### src/rtl/ahb_timeout_recorder.sv
`default_nettype none
// ============================================================================
// Module      : ahb_timeout_recorder
// Description : Passive companion to the AHB-Lite timeout monitor. It snoops
//               the slave-side address phase and, on each rising edge of the
//               monitor's TIMEOUT status, records the transfer attributes,
//               counts the event (saturating) and raises a level interrupt.
//               The recorded state is read through a 4-word APB bank that
//               runs on HCLK.
// Ports       : HCLK, HRESETn           - clock, async active-low reset
//               HSELS/HADDRS/HTRANSS/
//               HWRITES/HSIZES/HREADYS  - snooped slave-side AHB-Lite bus
//               TIMEOUT                 - monitor timeout state
//               PSEL/PENABLE/PWRITE/
//               PADDR/PWDATA            - APB request (PADDR = byte addr [3:2])
//               PRDATA/PREADY/PSLVERR   - APB response
//               IRQ                     - registered interrupt (level)
// Revision    : 1.0 - initial release
// ============================================================================
module ahb_timeout_recorder #(
  parameter int ADDR_WIDTH = 32,
  parameter int CNT_WIDTH  = 8
) (
  input  logic                  HCLK,
  input  logic                  HRESETn,
  input  logic                  HSELS,
  input  logic [ADDR_WIDTH-1:0] HADDRS,
  input  logic [1:0]            HTRANSS,
  input  logic                  HWRITES,
  input  logic [2:0]            HSIZES,
  input  logic                  HREADYS,
  input  logic                  TIMEOUT,
  input  logic                  PSEL,
  input  logic                  PENABLE,
  input  logic                  PWRITE,
  input  logic [1:0]            PADDR,
  input  logic [31:0]           PWDATA,
  output logic [31:0]           PRDATA,
  output logic                  PREADY,
  output logic                  PSLVERR,
  output logic                  IRQ
);

  localparam logic [CNT_WIDTH-1:0] CNT_MAX = '1;
  localparam logic [CNT_WIDTH-1:0] CNT_ONE = CNT_WIDTH'(1);

  // Address-phase attributes of the most recent accepted transfer
  logic [ADDR_WIDTH-1:0] pend_addr;
  logic                  pend_write;
  logic [2:0]            pend_size;

  logic                  tout_d;
  logic                  irqen;
  logic                  valid;
  logic                  ovf;
  logic [ADDR_WIDTH-1:0] cap_addr;
  logic                  cap_write;
  logic [2:0]            cap_size;
  logic [CNT_WIDTH-1:0]  count;

  logic                  snoop;
  logic                  tout_rise;
  logic                  apb_wr;
  logic                  status_clr;
  logic                  count_clr;
  logic                  valid_kept;
  logic [CNT_WIDTH-1:0]  count_base;
  logic [31:0]           rd_mux;

  assign snoop      = HREADYS & HSELS & HTRANSS[1];
  assign tout_rise  = TIMEOUT & ~tout_d;
  assign apb_wr     = PSEL & PENABLE & PWRITE;
  assign status_clr = apb_wr & (PADDR == 2'd1) & PWDATA[0];
  assign count_clr  = apb_wr & (PADDR == 2'd3);

  // A STATUS clear in the same cycle as an event is applied first, so the
  // event then sees an empty record and captures instead of overflowing.
  assign valid_kept = valid & ~status_clr;
  // Likewise an INFO write zeroes the counter before the event is added.
  assign count_base = count_clr ? '0 : count;

  always_ff @(posedge HCLK or negedge HRESETn) begin
    if (!HRESETn) begin
      pend_addr  <= '0;
      pend_write <= 1'b0;
      pend_size  <= 3'd0;
    end else if (snoop) begin
      pend_addr  <= HADDRS;
      pend_write <= HWRITES;
      pend_size  <= HSIZES;
    end
  end

  // tout_d resets to 0, so TIMEOUT already high at reset release is an event
  always_ff @(posedge HCLK or negedge HRESETn) begin
    if (!HRESETn) begin
      tout_d <= 1'b0;
    end else begin
      tout_d <= TIMEOUT;
    end
  end

  always_ff @(posedge HCLK or negedge HRESETn) begin
    if (!HRESETn) begin
      irqen <= 1'b0;
    end else if (apb_wr && (PADDR == 2'd0)) begin
      irqen <= PWDATA[0];
    end
  end

  always_ff @(posedge HCLK or negedge HRESETn) begin
    if (!HRESETn) begin
      valid     <= 1'b0;
      ovf       <= 1'b0;
      cap_addr  <= '0;
      cap_write <= 1'b0;
      cap_size  <= 3'd0;
    end else if (tout_rise) begin
      valid <= 1'b1;
      if (valid_kept) begin
        ovf <= 1'b1;
      end else begin
        ovf       <= 1'b0;
        cap_addr  <= pend_addr;
        cap_write <= pend_write;
        cap_size  <= pend_size;
      end
    end else if (status_clr) begin
      valid <= 1'b0;
      ovf   <= 1'b0;
    end
  end

  always_ff @(posedge HCLK or negedge HRESETn) begin
    if (!HRESETn) begin
      count <= '0;
    end else if (count_clr || tout_rise) begin
      if (tout_rise && (count_base != CNT_MAX)) begin
        count <= count_base + CNT_ONE;
      end else begin
        count <= count_base;
      end
    end
  end

  always_ff @(posedge HCLK or negedge HRESETn) begin
    if (!HRESETn) begin
      IRQ <= 1'b0;
    end else begin
      IRQ <= irqen & valid;
    end
  end

  always_comb begin
    rd_mux = '0;
    case (PADDR)
      2'd0: rd_mux[0] = irqen;
      2'd1: rd_mux[2:0] = {TIMEOUT, ovf, valid};
      2'd2: rd_mux[ADDR_WIDTH-1:0] = cap_addr;
      2'd3: begin
        rd_mux[16 +: CNT_WIDTH] = count;
        rd_mux[4]               = cap_write;
        rd_mux[2:0]             = cap_size;
      end
    endcase
  end

  assign PRDATA  = (PSEL && !PWRITE) ? rd_mux : 32'd0;
  assign PREADY  = 1'b1;
  assign PSLVERR = 1'b0;

  // Only bit 0 of write data and HTRANS[1] carry meaning here
  logic unused_inputs;
  assign unused_inputs = &{1'b0, PWDATA[31:1], HTRANSS[0]};

endmodule
`default_nettype wire

### config.mk
export PLATFORM = sky130hd
export DESIGN_NAME = ahb_timeout_recorder
export DESIGN_NICKNAME = d
export VERILOG_FILES = /design/src/rtl/ahb_timeout_recorder.sv
export SDC_FILE = /design/constraint.sdc
export NUM_CORES = 1
export LEC_CHECK = 0
export BUFFER_PORTS_ARGS = -buffer_cell sky130_fd_sc_hd__clkbuf_2
export CORE_MARGIN = 8
export CORE_UTILIZATION = 51
export CTS_CLUSTER_DIAMETER = 100
export DETAILED_ROUTE_END_ITERATION = 12
export PLACE_DENSITY_LB_ADDON = 0.08
export SLEW_MARGIN = 20
export SYNTH_ARGS = -nofsm -noshare
export SYNTH_HDL_FRONTEND = slang
export SYNTH_SLANG_ARGS = --single-unit
### constraint.sdc
create_clock -name HCLK -period 2.05 [get_ports HCLK]
set_clock_uncertainty 0.15 [all_clocks]
set_input_delay 0.205 -clock HCLK [delete_from_list [all_inputs] [get_ports HCLK]]
set_output_delay 0.205 -clock HCLK [all_outputs]
set_load 0.05 [all_outputs]
==> metrics.txt <==
Final Wtd Congestion=0.816; Post-Syn Instances=275; Crit. End Element=output port; Layout Area Growth over Synthesis=37.1%; Internal Power=3.36 mW; Worst VDD drop=0.544 mV; post-route ant nets=0; CP arrival=1.57 ns; warnings from Yosys=0; die height=102 microns; Clock Power Share=26.7%; CTS Root Buffer Type=clkbuf_8; CTS tree=built; worst r2r dst=cap_addr[5]; TritonCTS Sinks=85; initial antenna violation count=0; Max Clock Freq=519 MHz; register area share after synthesis=56.8%; CP required=1.69 ns; sw frac=26.9%; post-CTS setup buffer count=0; diode count=0; P_leak=2.37 nW; fill count=503; met1 usage=19.1%; Syn Nets=355; Hold Crit Start=PWDATA[0]; Nets=473; Gate power share=21.2%; Reg2Reg Setup Slack=0.39 ns; synthesis-stage register bit count=85; max cap viols=0; CTS Buf Count=9; hold path depth=2; Sw Pwr=1.24 mW; status=completed; largest net degree at the start of global routing=46; Core Util, Final=71.5%; Worst-path clk slew=0.08 ns; Seq. cell area=2130 sq um; number of cell rows=31; via count=2517; Rel. slew slack=65.2%; drt pass-1 iters=4; type of origin of the critical path=flop; post-synth top area cell=dfrtp_1; syn avg cell area=13.6 sq um; GRT busiest layer=met2; sequential power share=52.0%; Hold EP=irqen; RSZ-0062 raised after global routing=no; Die Span X=102 microns; GR Layer Usage met3=5.50%; I/O pins=115; final worst path period need=1.93 ns; grt ovf=0; synth top area cells=dfrtp_1 57%, mux2_2 22%, and2_1 3.8%, mux2i_1 2.4%, nor2_1 1.6%; Max FO, Critical Path=5; worst skew pair latency=0.35 ns; DRC=0; number of global-route vias before repair=2719; met2 usage=26.8%; starting density of the core=52.2%; cell total after placement=443; setup violators final=0; reg2reg path depth=4; H-Tree Level Count=3; average wire per standard cell=15.9 microns; Slew Limit Fails=0; PD cells=896 nW/um^2; fin crit share=94.1%; Port Buf Inserts=80; Final Non-Filler Cells=495; Worst Max-Slew Pin Slew=0.522 ns; Distinct cells, synth=36; Routed Wire Length=7870 microns; Fin Hold WS=0.0348 ns; Core Area=7180 sq um; Worst Setup Path Type=reg2out; layout cell share with drive strength beyond 1=45.5%; Via density=5.08; clk buf depth=2; class of the worst hold path=in2reg; die area=10300 sq um; Setup Total Neg Slack=0 ns; synthesized cell area=3740 sq um; first-pass GRT wire length=13000 microns; RR Startpoint=tout_d; area of the multi-input gates=1500 sq um; top-area cell type share of the netlist area=56.8%; DP HPWL=5340 microns; DRT iter0 DRCs=46; Hold Fails Final Rpt=0; Pwr Total=4.60 mW; GRT Overall Usage=16.3%
-- state kept, by name (all words and copies together) (netlist names) --
name	flops
count	8
cap_size	3
irqen	1
IRQ	1
tout_d	1
pend_write	1
cap_addr	32
pend_size	3
ovf	1
pend_addr	32
cap_write	1
valid	1
-- cells in the final DEF, fill, tap and decap left out, drive strengths merged --
cell,netlist,routed
conb,2,2
nand3,4,4
and4b,2,2
a21oi,3,3
nand2b,2,2
and3,1,1
clkinvlp,0,1
mux2,75,75
o221ai,1,1
buf,13,28
nor3,1,1
dlygate4sd3,0,38
nand4,2,2
a22oi,2,2
dfrtp,85,85
nor3b,1,1
nand3b,2,2
o21ai,2,2
clkbuf,5,68
a211oi,3,3
nor2,16,16
inv,1,1
and4,2,2
and2,23,23
a41oi,3,3
nand2,3,3
a31oi,3,3
or2b,1,1
mux4,1,1
a21boi,1,1
bufinv,0,2
nor2b,3,3
mux2i,9,9
a311oi,3,3
clkinv,0,2
-- how the worst max path moves through the flow --
stage / from / endpoint / slack [ns] / cells past startpoint
floorplan: PADDR[0] / PRDATA[1] / 0.21 / 5
global placement: PADDR[0] / cap_addr[14] / 0.31 / 5
detailed placement: PADDR[0] / cap_addr[5] / 0.28 / 5
CTS: valid / PRDATA[0] / 0.09 / 3
global route: valid / PRDATA[0] / 0.06 / 3
finish: valid / PRDATA[0] / 0.12 / 3
-- routing by layer --
layer  share of wire [%]  up-vias
li1                    -     1210
met4                 1.0        0
met3                 6.2        6
met2                  49       56
met1                  43     1245
met5                   0        -
-- cell usage after synthesis (all sizes together) --
cell / count
nor3: 1
nor3b: 1
and4b: 2
clkbuf: 5
a21boi: 1
nand3: 4
buf: 13
nand3b: 2
and3: 1
or2b: 1
nand2: 3
and4: 2
dfrtp: 85
inv: 1
mux2i: 9
nor2b: 3
mux2: 75
a41oi: 3
a31oi: 3
a21oi: 3
nand4: 2
o221ai: 1
a311oi: 3
a211oi: 3
nand2b: 2
a22oi: 2
mux4: 1
and2: 23
conb: 2
o21ai: 2
nor2: 16
-- worst max-delay path, cell delays in order (launching register included) --
cell and delay (ns):
dfrtp_1 0.42, mux4_2 0.45, nor2b_1 0.14, clkbuf_2 0.23
-- layout make-up --
cell class / instances / share of cell area [%]
flip-flops and latches: 85 / 41.4
multi-input cells: 171 / 29.3
repair buffers: 125 / 22.9
clock buffers: 9 / 2.41
well taps: 99 / 2.41
clock inverters: 5 / 1.51
inverters: 1 / 0.0731
-- logic make-up (layout without fill, tap and decap cells) --
family	Yosys count	count (layout)	share of synthesized area [%]
multiplexers	85	85	25.7
AND/OR/NAND/NOR	63	63	9.63
flip-flops	85	85	56.8
buffers and inverters	19	140	3.14
AO/OA/AOI/OAI	21	21	4.51
other	2	2	0.201
-- power groups by stage --
stage | combinational (mW) | sequential, mW | clock (mW)
2_1_floorplan | 0.699 | 2.33 | 0
3_3_place_gp | 0.888 | 2.39 | 0
3_5_place_dp | 0.924 | 2.43 | 0
4_1_cts | 0.989 | 2.39 | 1.26
5_1_grt | 1.07 | 2.46 | 1.33
6_report | 0.977 | 2.39 | 1.23
-- metrics by stage --
step / area, sq um / setup WS [ns]
after floorplan: 3740 / 0.210
after global placement: 4550 / 0.305
after detailed placement: 4550 / 0.284
after CTS: 5130 / 0.0948
after global routing: 5130 / 0.0589
final: 5130 / 0.122
-- timing repair --
action | CTS | global route
hold buffers | 38 | 0
resized for setup | 0 | 0
hold endpoints to repair | 77 | 0
(Power assumes the default switching activity.)
